## config.mk

```make
export PLATFORM = sky130hd
export DESIGN_NAME = mem_port_arbiter
export DESIGN_NICKNAME = d
export VERILOG_FILES = /design/src/rtl/mem_port_arbiter.sv
export SDC_FILE = /design/constraint.sdc
export NUM_CORES = 1
export LEC_CHECK = 0
export ABC_CLOCK_PERIOD_IN_PS = 4900
export CORE_UTILIZATION = 45
export CTS_CLUSTER_SIZE = 25
export DETAILED_ROUTE_END_ITERATION = 12
export PLACE_DENSITY = 0.93
export SLEW_MARGIN = 10
export SYNTH_ARGS = -nofsm -noshare
export SYNTH_HDL_FRONTEND = slang
export SYNTH_SLANG_ARGS = --single-unit
```

## constraint.sdc

```tcl
create_clock -name clk -period 4.9 [get_ports clk]
set_input_delay 0.98 -clock clk [delete_from_list [all_inputs] [get_ports clk]]
set_output_delay 0.98 -clock clk [all_outputs]
set_load 0.05 [all_outputs]
```

## src/rtl/mem_port_arbiter.sv

```systemverilog
// Arbitrates the single-ported unified memory between fetch (IF) and load/store (LS),
// sequencing each access through a fixed-latency synchronous memory.
module mem_port_arbiter #(
  parameter int ADDR_W       = 32,
  parameter int DATA_W       = 32,
  parameter int LATENCY      = 1,
  parameter int MAX_LS_BURST = 4
) (
  input  logic                clk,
  input  logic                rst_n,
  input  logic                if_req,
  input  logic [ADDR_W-1:0]   if_addr,
  output logic                if_done,
  output logic [DATA_W-1:0]   if_rdata,
  input  logic                ls_req,
  input  logic                ls_we,
  input  logic [DATA_W/8-1:0] ls_be,
  input  logic [ADDR_W-1:0]   ls_addr,
  input  logic [DATA_W-1:0]   ls_wdata,
  output logic                ls_done,
  output logic [DATA_W-1:0]   ls_rdata,
  output logic                mem_en,
  output logic                mem_we,
  output logic [DATA_W/8-1:0] mem_be,
  output logic [ADDR_W-1:0]   mem_addr,
  output logic [DATA_W-1:0]   mem_wdata,
  input  logic [DATA_W-1:0]   mem_rdata,
  output logic                stall,
  output logic                busy
);

  localparam int BE_W    = DATA_W / 8;
  localparam int CNT_W   = $clog2(LATENCY + 1);
  localparam int BURST_W = $clog2(MAX_LS_BURST + 1);

  localparam logic [1:0] ST_IDLE  = 2'd0;
  localparam logic [1:0] ST_ISSUE = 2'd1;
  localparam logic [1:0] ST_WAIT  = 2'd2;
  localparam logic [1:0] ST_DONE  = 2'd3;

  logic [1:0]         state;
  logic [CNT_W-1:0]   cnt;
  logic [BURST_W-1:0] burst;
  logic               owner_ls;
  logic               burst_full;
  logic               grant_ls;
  logic               grant_if;

  // LS normally wins; once it has taken MAX_LS_BURST grants in a row while IF waited, IF goes next.
  assign burst_full = (burst == BURST_W'(MAX_LS_BURST));
  assign grant_ls   = (state == ST_IDLE) && ls_req && !(if_req && burst_full);
  assign grant_if   = (state == ST_IDLE) && !grant_ls && if_req;

  assign busy  = (state != ST_IDLE);
  assign stall = (if_req & ~if_done) | (ls_req & ~ls_done);

  always_ff @(posedge clk or negedge rst_n) begin
    if (!rst_n) begin
      state     <= ST_IDLE;
      cnt       <= '0;
      owner_ls  <= 1'b0;
      mem_en    <= 1'b0;
      mem_we    <= 1'b0;
      mem_be    <= '0;
      mem_addr  <= '0;
      mem_wdata <= '0;
      if_done   <= 1'b0;
      ls_done   <= 1'b0;
      if_rdata  <= '0;
      ls_rdata  <= '0;
    end else begin
      mem_en  <= 1'b0;
      if_done <= 1'b0;
      ls_done <= 1'b0;
      case (state)
        ST_IDLE: begin
          if (grant_ls) begin
            owner_ls  <= 1'b1;
            mem_en    <= 1'b1;
            mem_we    <= ls_we;
            mem_be    <= ls_be;
            mem_addr  <= ls_addr;
            mem_wdata <= ls_wdata;
            state     <= ST_ISSUE;
          end else if (grant_if) begin
            owner_ls  <= 1'b0;
            mem_en    <= 1'b1;
            mem_we    <= 1'b0;
            mem_be    <= {BE_W{1'b1}};
            mem_addr  <= if_addr;
            mem_wdata <= '0;
            state     <= ST_ISSUE;
          end
        end
        ST_ISSUE: begin
          cnt   <= CNT_W'(LATENCY);
          state <= ST_WAIT;
        end
        ST_WAIT: begin
          // The read word is valid exactly LATENCY cycles after mem_en; capture it on the last one.
          if (cnt == CNT_W'(1)) begin
            state <= ST_DONE;
            if (owner_ls) begin
              ls_done  <= 1'b1;
              ls_rdata <= mem_we ? '0 : mem_rdata;
            end else begin
              if_done  <= 1'b1;
              if_rdata <= mem_rdata;
            end
          end else begin
            cnt <= cnt - CNT_W'(1);
          end
        end
        ST_DONE: state <= ST_IDLE;
        default: state <= ST_IDLE;
      endcase
    end
  end

  // Counts LS grants taken while IF was waiting; any IF grant or an idle cycle without IF clears it.
  always_ff @(posedge clk or negedge rst_n) begin
    if (!rst_n) begin
      burst <= '0;
    end else if (state == ST_IDLE) begin
      if (grant_if || !if_req) begin
        burst <= '0;
      end else if (grant_ls && !burst_full) begin
        burst <= burst + BURST_W'(1);
      end
    end
  end

endmodule

```

# Word-level counts from Yosys, hierarchy flattened
# Index checks and enable logic that the tools add are counted.
# W data, S select, Z words.
dict set report word_totals {
  register_bits 143
  input_bits 137
  elab_cells 75
}
dict set report classes {
  add_sub_neg 2
  n_eq_ne 6
  muxes 27
  bitwise_logic 6
  n_reduce_logical 21
}
# op n
set op_table {}
lappend op_table {{$mux W32} 5}
lappend op_table {{$mux W1} 13}
lappend op_table {{$mux W4} 2}
lappend op_table {{$pmux W2 S4} 1}
lappend op_table {{$reduce_bool A2 Y1} 4}
lappend op_table {{$logic_and A1 B1 Y1} 6}
lappend op_table {{$mux W2} 3}
lappend op_table {{$mux W3} 2}
lappend op_table {{$reduce_and A2 Y1} 3}
lappend op_table {{$reduce_and A3 Y1} 2}
lappend op_table {{$eq A2 B2 Y1 const B} 2}
lappend op_table {{$logic_not A1 Y1} 4}
lappend op_table {{$add A3 B1 Y3 const B} 1}
lappend op_table {{$eq A3 B3 Y1 const B} 1}
lappend op_table {{$ne A3 B3 Y1 const B} 1}
lappend op_table {{$not A1 Y1} 3}
lappend op_table {{$and A1 B1 Y1} 2}
lappend op_table {{$eq A2 B1 Y1 const B} 1}
lappend op_table {{$logic_not A2 Y1} 1}
lappend op_table {{$ne A2 B2 Y1 const B} 1}
lappend op_table {{$pmux W1 S2} 1}
lappend op_table {{$logic_or A1 B1 Y1} 1}
lappend op_table {{$or A1 B1 Y1} 1}
lappend op_table {{$sub A1 B1 Y1 const B} 1}

# Longest topological paths before layout
# Gate-level depths: netlist of run 1.
dict set report logic_depth {
  depth_word 10
  depth_mapped 7
  mapped_depth_nobuf 5
}

# Worst setup path after synthesis of run 1
# Ideal clock, no wire load.
dict set report synth_timing {
  kind {input -> output}
  start {input if_req}
  end {output stall}
  arrival_ps 1801
  required_ps 3920
  path_slack_ps 2119
  path_stages 2
  path_buffers 0
  path_cell_list {inv_1 -> o22ai_1}
}
dict set report synth_via {
  elab_chain_cells 2
}
# element line
set synth_lines {}
lappend synth_lines {{from (decl)} 11} ;# input logic if_req,
lappend synth_lines {{$and A1 B1 Y1} 55} ;# assign stall = (if_req & ~if_done) | (ls_req & ~ls_done);
lappend synth_lines {{$or A1 B1 Y1} 55}
lappend synth_lines {{to (decl)} 28} ;# output logic stall,
# Every way passes these cells.

# Worst setup path in the final report of run 1
# Same ends and word-level chain as after synthesis.

==> results of run 1 <==
==> stage by stage <==
stage | hold WS, ns | util (%) | setup slack [ns]
global placement | 0.460 | 68.3 | 1.24
detailed placement | 0.470 | 68.3 | 1.21
finish | 0.480 | 72.7 | 1.19
floorplan | 0.464 | - | 2.12
CTS | 0.483 | 72.7 | 1.20
global route | 0.509 | 72.7 | 1.12
==> cells in the mapped netlist <==
master	number
mux2i_1	34
nand2_1	67
buf_1	3
buf_2	14
mux2_1	1
clkbuf_1	11
a21oi_1	3
o22ai_1	2
nand3_1	2
inv_2	1
o21ai_0	32
o211ai_1	2
o32a_1	1
a21o_1	2
a311oi_2	1
dfrtp_1	143
mux2_2	100
inv_1	43
nand2b_1	36
or2_2	1
ha_1	5
nor3b_1	1
a21boi_0	1
nand3b_1	1
==> registers in the layout, indices dropped and copies added (netlist names), 2 cells and up <==
register / cells
burst: 3
state: 2
ls_rdata: 32
mem_addr: 32
mem_wdata: 32
mem_be: 4
if_rdata: 32
==> worst max-delay path, stage by stage <==
cell	delay, ns
clkdlybuf4s50_1	0.61
inv_1	0.12
o22ai_1	0.18
clkdlybuf4s50_1	0.83
==> layout make-up <==
type | instances | area, sq um
Multi-Input combinational cell | 292 | 2320
Fill cell | 887 | 3620
Inverter | 44 | 165
Clock buffer | 19 | 433
Timing Repair Buffer | 279 | 2790
Clock inverter | 13 | 164
Tap cell | 176 | 220
Sequential cell | 143 | 3580
==> worst max-delay path by stage <==
stage / from / endpoint / slack [ns]
final: if_req / stall / 1.19
after global routing: if_req / stall / 1.12
after CTS: if_req / stall / 1.20
after detailed placement: if_req / stall / 1.21
after global placement: if_req / stall / 1.24
after floorplan: if_req / stall / 2.12
==> per-layer routing <==
| layer | up-vias | wire length (microns) |
|---|---|---|
| met3 | 36 | 1490 |
| met4 | 0 | 476 |
| li1 | 2213 | - |
| met5 | - | 0 |
| met1 | 2286 | 6090 |
| met2 | 207 | 8260 |
==> report_power, final <==
part,internal (W),switching [W],total [W]
clock network,0.000802,0.000492,0.00129
logic,0.00166,0.00280,0.00446
registers,0.00174,0.000300,0.00204
total,0.00421,0.00359,0.00780
==> logic make-up (layout without fill, tap and decap cells) <==
kind of cell | Yosys count | after routing | synth area share (%)
flip-flops | 143 | 143 | 58.0
multiplexers | 135 | 135 | 24.0
AND/OR/NAND/NOR | 108 | 108 | 8.24
buffers and inverters | 72 | 355 | 4.67
adder cells (fa/ha/maj) | 5 | 5 | 1.01
AO/OA/AOI/OAI | 44 | 44 | 4.06
==> reports/metrics.cfg, run 1 <==
[outcome]
outcome=completed

[sta]
finalClockSkew_ns=0.00722
grt_setup_unrepaired=false
worst_slew_pin_slew_ns=1.08
hold_viol_final=0
slew-limit-headroom_pct=28.1
setup_tns_ns=0
fmax_mhz=270
fin_crit_sh_pct=75.6
finalSetupViolCount=0
period_needed_ns=3.71
drv_slew=0

[synthesis]
yosysWarnings=0
synth_top_area_cell=dfrtp_1
netlist_area_sq_mm=0.00616
synth.distinct_cells=24
postSynthAreaPerCell_sq_um=12.2
synthCells=507
synth.area.top_cells=dfrtp_1, mux2_2, mux2i_1
synthesis.nets=649
ys_ff_latch=143
synth_top_area_share_pct=58.0
ys_seq_area_share_pct=58.0

[drt]
drc=0
ant_nets=0
firstDrtPassIters=4
wl_per_cell_microns=16.9
num_vias=4742
viasPerCell=4.91
drt-total-wl_mm=16.3
drt_iter0_drc=164

[cts]
cts_buffer_depth=2
cts_resized=0
ctsHoldBuffers=0
cts_tree=done
clkTransAtPathRegs_ns=0.06
cts_made_buffers=17
post_cts_buffers=0
cts_sinks=143
clock_latency_ns=0.41
cts-root-buf=clkbuf_16
cts_max_level=4

[cells_and_area]
layout_commonest_cell=clkdlybuf4s50_1
layout-drive-gt1-share_pct=17.8
antenna_cells=0
final_cell_mix=clkdlybuf4s50_1, dfrtp_1, mux2_2
syn_to_final_growth_pct=56.9
final_area_sq_mm=0.00967
instances_no_fill=966
finalNetCount=919

[worst_setup_path]
crit_fanout=5
worstSetupPathType=in2out
ff2ff_setup_slack_ns=2.54
r2r-end=mem_be[2]$_DFFE_PN0P_
start_kind=primary input
reg2reg_from=state[0]$_DFFE_PN0P_
reg2reg_depth=6
worstPathArrival_ns=2.73
required_ns=3.92
endpoint_kind=primary output

[hold_path]
min_from=ls_rdata[15]$_DFFE_PN0P_
whs_endpoint=ls_rdata[15]$_DFFE_PN0P_
hp-class=reg2reg
holdPathStages=2

[placement]
postPlaceCellArea_sq_mm=0.00907
port_buffers=274
detailed_place_hpwl_mm=11.5
gp_congestion=0.803
post-place-cells=934

[global_routing]
grt-busiest-layer=met2
grt_pass1_wl_mm=26.0
grt_usage_pct=23.7
grt_pass1_vias=5143
use_met2_pct=41.4
use_met3_pct=8.48
grt_remaining_overflow=0
antenna_found_initial=0
grt_util_met1_pct=25.6
grt_max_degree=109

[flow_run]
maxCapViolations=0

[die]
io_pins=275
core_region_area_sq_mm=0.0133
die-area_sq_mm=0.0142
std_cell_rows=42
die_w_microns=119
start_util_pct=46.4
die_h_microns=119

[power_and_ir_drop]
p_leak_nw=4.22
power_w=0.00780
ir_worst_vdd_v=0.000541
power_density_mw_per_mm2=806

(Power assumes the default switching activity.)
==> run 2: changes to the inputs <==
--- a/config.mk
+++ b/config.mk
@@ -5,11 +5,11 @@
 export SDC_FILE = /design/constraint.sdc
 export NUM_CORES = 1
 export LEC_CHECK = 0
-export ABC_CLOCK_PERIOD_IN_PS = 4900
-export CORE_UTILIZATION = 45
+export ABC_CLOCK_PERIOD_IN_PS = 3390
+export CORE_UTILIZATION = 38
 export CTS_CLUSTER_SIZE = 25
 export DETAILED_ROUTE_END_ITERATION = 12
-export PLACE_DENSITY = 0.93
+export PLACE_DENSITY = 0.85
 export SLEW_MARGIN = 10
 export SYNTH_ARGS = -nofsm -noshare
 export SYNTH_HDL_FRONTEND = slang
==> constraint.sdc (replaced) <==
create_clock -name clk -period 3.39 [get_ports clk]
set_input_delay 0.678 -clock clk [delete_from_list [all_inputs] [get_ports clk]]
set_output_delay 0.678 -clock clk [all_outputs]
set_load 0.05 [all_outputs]
==> run 2 against run 1 <==
Compared with the run above:
- non-clock buffer count rose by 2
- worst setup slack got worse by 0.51 ns
- largest power group unchanged
- global-route usage fell by 4.1 points
==> reports/metrics.cfg, run 2 (synthesized netlist as in run 1, its figures left out) <==
[worst_setup_path]
worstSetupPathType=reg2out
reg2reg_from=state[0]$_DFFE_PN0P_
worstPathArrival_ns=2.02  ; -0.71 ns
critPathLaunch=state[0]$_DFFE_PN0P_
required_ns=2.71  ; -1.21 ns
crit_fanout=4  ; -1
endpoint_kind=primary output
start_kind=register

[global_routing]
grt_max_degree=71  ; -35%
antenna_found_initial=0  ; unchanged
grt_pass1_wl_mm=25.0  ; -3.8%
grt_pass1_vias=4945  ; -3.8%
grt_remaining_overflow=0  ; unchanged
grt_usage_pct=19.6  ; -4.1 points

[drt]
drt_iter0_drc=161  ; -1.8%
drc=0  ; unchanged
viasPerCell=4.64  ; -5.5%
wl_per_cell_microns=16.1  ; -4.5%
firstDrtPassIters=4  ; unchanged
drt-total-wl_mm=16.3  ; -0.34%
ant_nets=0  ; unchanged
num_vias=4677  ; -1.4%

[cells_and_area]
antenna_cells=0  ; unchanged
syn_to_final_growth_pct=58.8
fill_cells=1282  ; +45%
instances_no_fill=1008  ; +4.3%
layout-drive-gt1-share_pct=18.4  ; +0.59 points
finalNetCount=921  ; +0.22%
layout_commonest_cell=clkdlybuf4s50_1
final_cell_mix=clkdlybuf4s50_1, dfrtp_1, mux2_2

[placement]
gp_congestion=0.743  ; -7.5%
post-place-cells=976  ; +4.5%
detailed_place_hpwl_mm=11.5  ; -0.17%
port_buffers=274  ; unchanged

[sta]
grt_setup_unrepaired=false
fmax_mhz=370
fin_crit_sh_pct=79.7
finalSetupViolCount=0  ; unchanged
worst_slew_pin_slew_ns=0.644  ; -0.433 ns
drv_slew=0  ; unchanged
slew-limit-headroom_pct=57.0  ; +29 points
hold_viol_final=0  ; unchanged
setup_tns_ns=0  ; unchanged
finalClockSkew_ns=0.00895  ; +0.00174 ns
period_needed_ns=2.70

[cts]
cts-root-buf=clkbuf_16
cts_resized=0  ; unchanged
cts_made_buffers=17  ; unchanged
cts_max_level=4  ; unchanged
cts_sinks=143  ; unchanged
clkTransAtPathRegs_ns=0.06  ; about the same
clock_latency_ns=0.41  ; about the same
cts_buffer_depth=2  ; unchanged
ctsHoldBuffers=0  ; unchanged
cts_tree=done
post_cts_buffers=0  ; unchanged

[power_and_ir_drop]
power_density_mw_per_mm2=1160  ; +44%
ir_worst_vdd_v=0.000731  ; +35%
power_w=0.0113  ; +45%
p_leak_nw=4.27  ; +1.1%

[flow_run]
maxCapViolations=0  ; unchanged

[die]
die_h_microns=129  ; +8.7%
std_cell_rows=46  ; +9.5%
io_pins=275  ; unchanged
core_region_area_sq_mm=0.0159  ; +19%
die-area_sq_mm=0.0167  ; +18%
start_util_pct=38.8  ; -7.6 points
die_w_microns=129  ; +8.7%

[outcome]
outcome=completed

[hold_path]
hp-class=in2async

[run 2: changes by cell type in the layout (fill, tap and decap cells not counted), sizes merged]
cell | before | now
inv | 46 | 51
clkdlybuf4s50 | 273 | 272
clkinvlp | 5 | 2
buf | 6 | 9
clkbuf | 19 | 17
[run 2: worst paths after layout]
| kind | end | slack [ns] | cells after the start |
|---|---|---|---|
| setup reg to reg | mem_addr[24]$_DFFE_PN0P_ | 1.33 | 6 |
| hold / removal | if_rdata[17]$_DFFE_PN0P_ | 0.27 | 1 |
| min in group clk | ls_rdata[23]$_DFFE_PN0P_ | 0.48 | 2 |
| max in group asynchronous | mem_addr[13]$_DFFE_PN0P_ | 2.29 | 2 |
| setup / recovery | busy | 0.69 | 4 |
| hold reg to reg | ls_rdata[23]$_DFFE_PN0P_ | 0.48 | 2 |
[run 2: layer usage]
metal  GRT usage, %  vias up  share of wire [%]
met5              0        -                  0
met4           7.20        0                1.4
met3           9.50       17                 12
met2           33.5      203                 49
met1           21.0     2234                 38
li1               -     2223                  -
[run 2: cell type report]
type / instances / area (sq um) / area share, %
sequential: 143 / 3580 / 36.6
inverter: 44 / 165 / 1.69
multi-input combinational: 292 / 2320 / 23.7
clock inverter: 15 / 200 / 2.05
clock buffer: 17 / 425 / 4.35
tap: 216 / 270 / 2.76
timing repair buffer: 281 / 2830 / 28.9
[run 2: per-stage QoR]
stage                     area (sq um)  hold slack, ns  util (%)  setup WS, ns
after global routing              9790           0.306      61.6         0.593
after detailed placement          9160           0.469      57.7         0.798
after CTS                         9790           0.261      61.6         0.654
after floorplan                   6160           0.382         -          1.21
after global placement            9160           0.460      57.7         0.854
final                             9790           0.272      61.6         0.687
[run 2: worst max-delay path: stages (launching register included)]
cell and delay, ns:
dfrtp_1 0.35, inv_1 0.07, ha_1 0.25, inv_2 0.12
clkdlybuf4s50_1 0.82
[run 2: power breakdown]
| group | total (W) | internal (W) | switching (W) |
|---|---|---|---|
| clock network | 0.00197 | 0.00119 | 0.000789 |
| logic | 0.00643 | 0.00241 | 0.00402 |
| registers | 0.00292 | 0.00251 | 0.000412 |
| total | 0.0113 | 0.00611 | 0.00522 |
==> run 3: changes to the inputs <==
--- a/config.mk
+++ b/config.mk
@@ -5,7 +5,7 @@
 export SDC_FILE = /design/constraint.sdc
 export NUM_CORES = 1
 export LEC_CHECK = 0
-export ABC_CLOCK_PERIOD_IN_PS = 3390
+export ABC_CLOCK_PERIOD_IN_PS = 2300
 export CORE_UTILIZATION = 38
 export CTS_CLUSTER_SIZE = 25
 export DETAILED_ROUTE_END_ITERATION = 12
==> constraint.sdc (replaced) <==
create_clock -name clk -period 2.3 [get_ports clk]
set_input_delay 0.46 -clock clk [delete_from_list [all_inputs] [get_ports clk]]
set_output_delay 0.46 -clock clk [all_outputs]
set_load 0.05 [all_outputs]
==> run 3 against run 2 <==
Compared with the run above:
- clock skew about the same
- utilization increased by 1.2 points
- worst setup slack worse by 0.51 ns
- count of clock-buffer cells in the layout up 1
- die area stayed put
- cell count increased by 0.79%
- global-route usage rose by 0.27 points
- design area up 2.0%
- total power grew 51%
==> reports/metrics.cfg, run 3 (synthesized netlist as in run 1, its figures left out) <==
[outcome]
outcome=completed

[global_routing]
grt_usage_pct=19.9  ; +0.27 points
antenna_found_initial=0  ; unchanged
grt_pass1_wl_mm=24.9  ; -0.50%
grt_pass1_vias=4711  ; -4.7%
grt_remaining_overflow=0  ; unchanged
grt_max_degree=66  ; -7.0%

[power_and_ir_drop]
power_density_mw_per_mm2=1720  ; +49%
ir_worst_vdd_v=0.00118  ; +62%
power_w=0.0172  ; +51%
p_leak_nw=4.37  ; +2.3%

[cts]
cts-root-buf=clkbuf_16
cts_buffer_depth=2  ; unchanged
cts_max_level=4  ; unchanged
clock_latency_ns=0.42  ; about the same
cts_resized=0  ; unchanged
cts_made_buffers=17  ; unchanged
cts_sinks=143  ; unchanged
ctsHoldBuffers=0  ; unchanged
clkTransAtPathRegs_ns=0.06  ; about the same
post_cts_buffers=0  ; unchanged
cts_tree=done

[worst_setup_path]
required_ns=1.84  ; -0.87 ns
slowest_stage=clkdlybuf4s50_1
slowest_delay_ns=0.60  ; -0.22 ns
worstPathArrival_ns=1.66  ; -0.36 ns
worstSetupPathType=in2out
critPathTopFamily=buffers and inverters
r2r-end=mem_wdata[15]$_DFFE_PN0P_
worst-path-buf-inv=3  ; unchanged
cp.depth=4  ; unchanged
endpoint_kind=primary output
critical_path.cell_chain=clkdlybuf4s50_1, inv_1, o22ai_1, buf_12
start_kind=primary input
reg2reg_from=state[0]$_DFFE_PN0P_
ff2ff_setup_slack_ns=0.36  ; -0.97 ns
reg2reg_depth=7  ; +1
critPathLaunch=if_req
endpoint=stall
crit_fanout=5  ; +1

[sta]
hold_viol_final=0  ; unchanged
finalClockSkew_ns=0.00880  ; -0.000154 ns
setup_tns_ns=0  ; unchanged
period_needed_ns=2.12
finalSetupViolCount=0  ; unchanged
worst_slew_pin_slew_ns=0.566  ; -0.0787 ns
drv_slew=0  ; unchanged
fin_crit_sh_pct=92.2
grt_setup_unrepaired=false
slew-limit-headroom_pct=62.2  ; +5.1 points
fmax_mhz=472

[die]
die-area_sq_mm=0.0167  ; unchanged
start_util_pct=38.8  ; unchanged
core_region_area_sq_mm=0.0159  ; unchanged
die_h_microns=129  ; unchanged
die_w_microns=129  ; unchanged
io_pins=275  ; unchanged
std_cell_rows=46  ; unchanged

[cells_and_area]
final_area_sq_mm=0.00998  ; +2.0%
utilization_pct=62.8  ; +1.2 points
regArea_sq_mm=0.00358  ; unchanged
layout-drive-gt1-share_pct=19.4  ; +0.94 points
multi_input_area_sq_mm=0.00232  ; unchanged
antenna_cells=0  ; unchanged
syn_to_final_growth_pct=61.9
finalNetCount=929  ; +0.87%
layout_commonest_cell=clkdlybuf4s50_1
fill_cells=1249  ; -2.6%
instances_no_fill=1016  ; +0.79%
final_cell_mix=clkdlybuf4s50_1, dfrtp_1, mux2_2

[placement]
postPlaceCellArea_sq_mm=0.00929  ; +1.4%
post-place-cells=984  ; +0.82%
port_buffers=274  ; unchanged
detailed_place_hpwl_mm=12.0  ; +4.3%
gp_congestion=0.755  ; +1.6%

[drt]
viasPerCell=4.63  ; -0.19%
drt_iter0_drc=110  ; -32%
num_vias=4705  ; +0.60%
drc=0  ; unchanged
ant_nets=0  ; unchanged
firstDrtPassIters=4  ; unchanged
drt-total-wl_mm=16.4  ; +0.82%
wl_per_cell_microns=16.1  ; about the same

[flow_run]
maxCapViolations=0  ; unchanged

[hold_path]
hp-class=in2async

-- run 3: cell count changes in the layout (fill, tap and decap cells not counted) --
cell,before,now
bufinv_16,3,7
buf_12,3,9
clkbuf_1,0,1
inv_8,3,0
buf_4,5,9
inv_6,4,2
clkinv_2,0,2
clkinv_4,3,1
clkdlybuf4s50_1,272,270
-- run 3: worst min-delay path by stage --
stage | to | slack (ns) | cells past startpoint
2_1_floorplan | burst[0]$_DFFE_PN0P_ | 0.16 | 0
3_5_place_dp | ls_rdata[14]$_DFFE_PN0P_ | 0.46 | 1
6_report | if_rdata[15]$_DFFE_PN0P_ | 0.009 | 1
5_1_grt | if_rdata[21]$_DFFE_PN0P_ | 0.03 | 1
4_1_cts | ls_rdata[14]$_DFFE_PN0P_ | 0.01 | 1
3_3_place_gp | ls_rdata[14]$_DFFE_PN0P_ | 0.46 | 1
-- run 3: area by class of cell --
type	instances	share of cell area, %
clock buffer	18	4.30
clock inverter	14	2.62
inverter	44	1.65
multi-input combinational	292	23.2
sequential	143	35.8
tap	216	2.71
timing repair buffer	289	29.7
-- run 3: worst register-to-register path: cells and delay by family (launching register included) --
kind | cells | cell delay [ns]
buffers and inverters | 4 | 0.69
adders and majority gates | 1 | 0.25
DFF | 1 | 0.38
muxes | 1 | 0.26
AOI/OAI and AO/OA | 1 | 0.27
-- run 3: metal layers --
layer | wire [microns] | GRT usage (%)
met1 | 6030 | 20.9
met5 | 0 | 0
met4 | 280 | 7.34
met2 | 7980 | 33.3
met3 | 2090 | 11.0
-- run 3: per-stage QoR --
step	hold slack [ns]	worst slack, ns
finish	0.00861	0.180
global route	0.0326	0.124
global placement	0.457	0.129
floorplan	0.164	0.419
detailed placement	0.464	0.0733
CTS	0.0121	0.165
-- run 3: power by group --
part	total, W	switching [W]	internal (W)
registers	0.00432	0.000619	0.00370
clock network	0.00323	0.00108	0.00215
logic	0.00961	0.00594	0.00367
total	0.0172	0.00765	0.00952
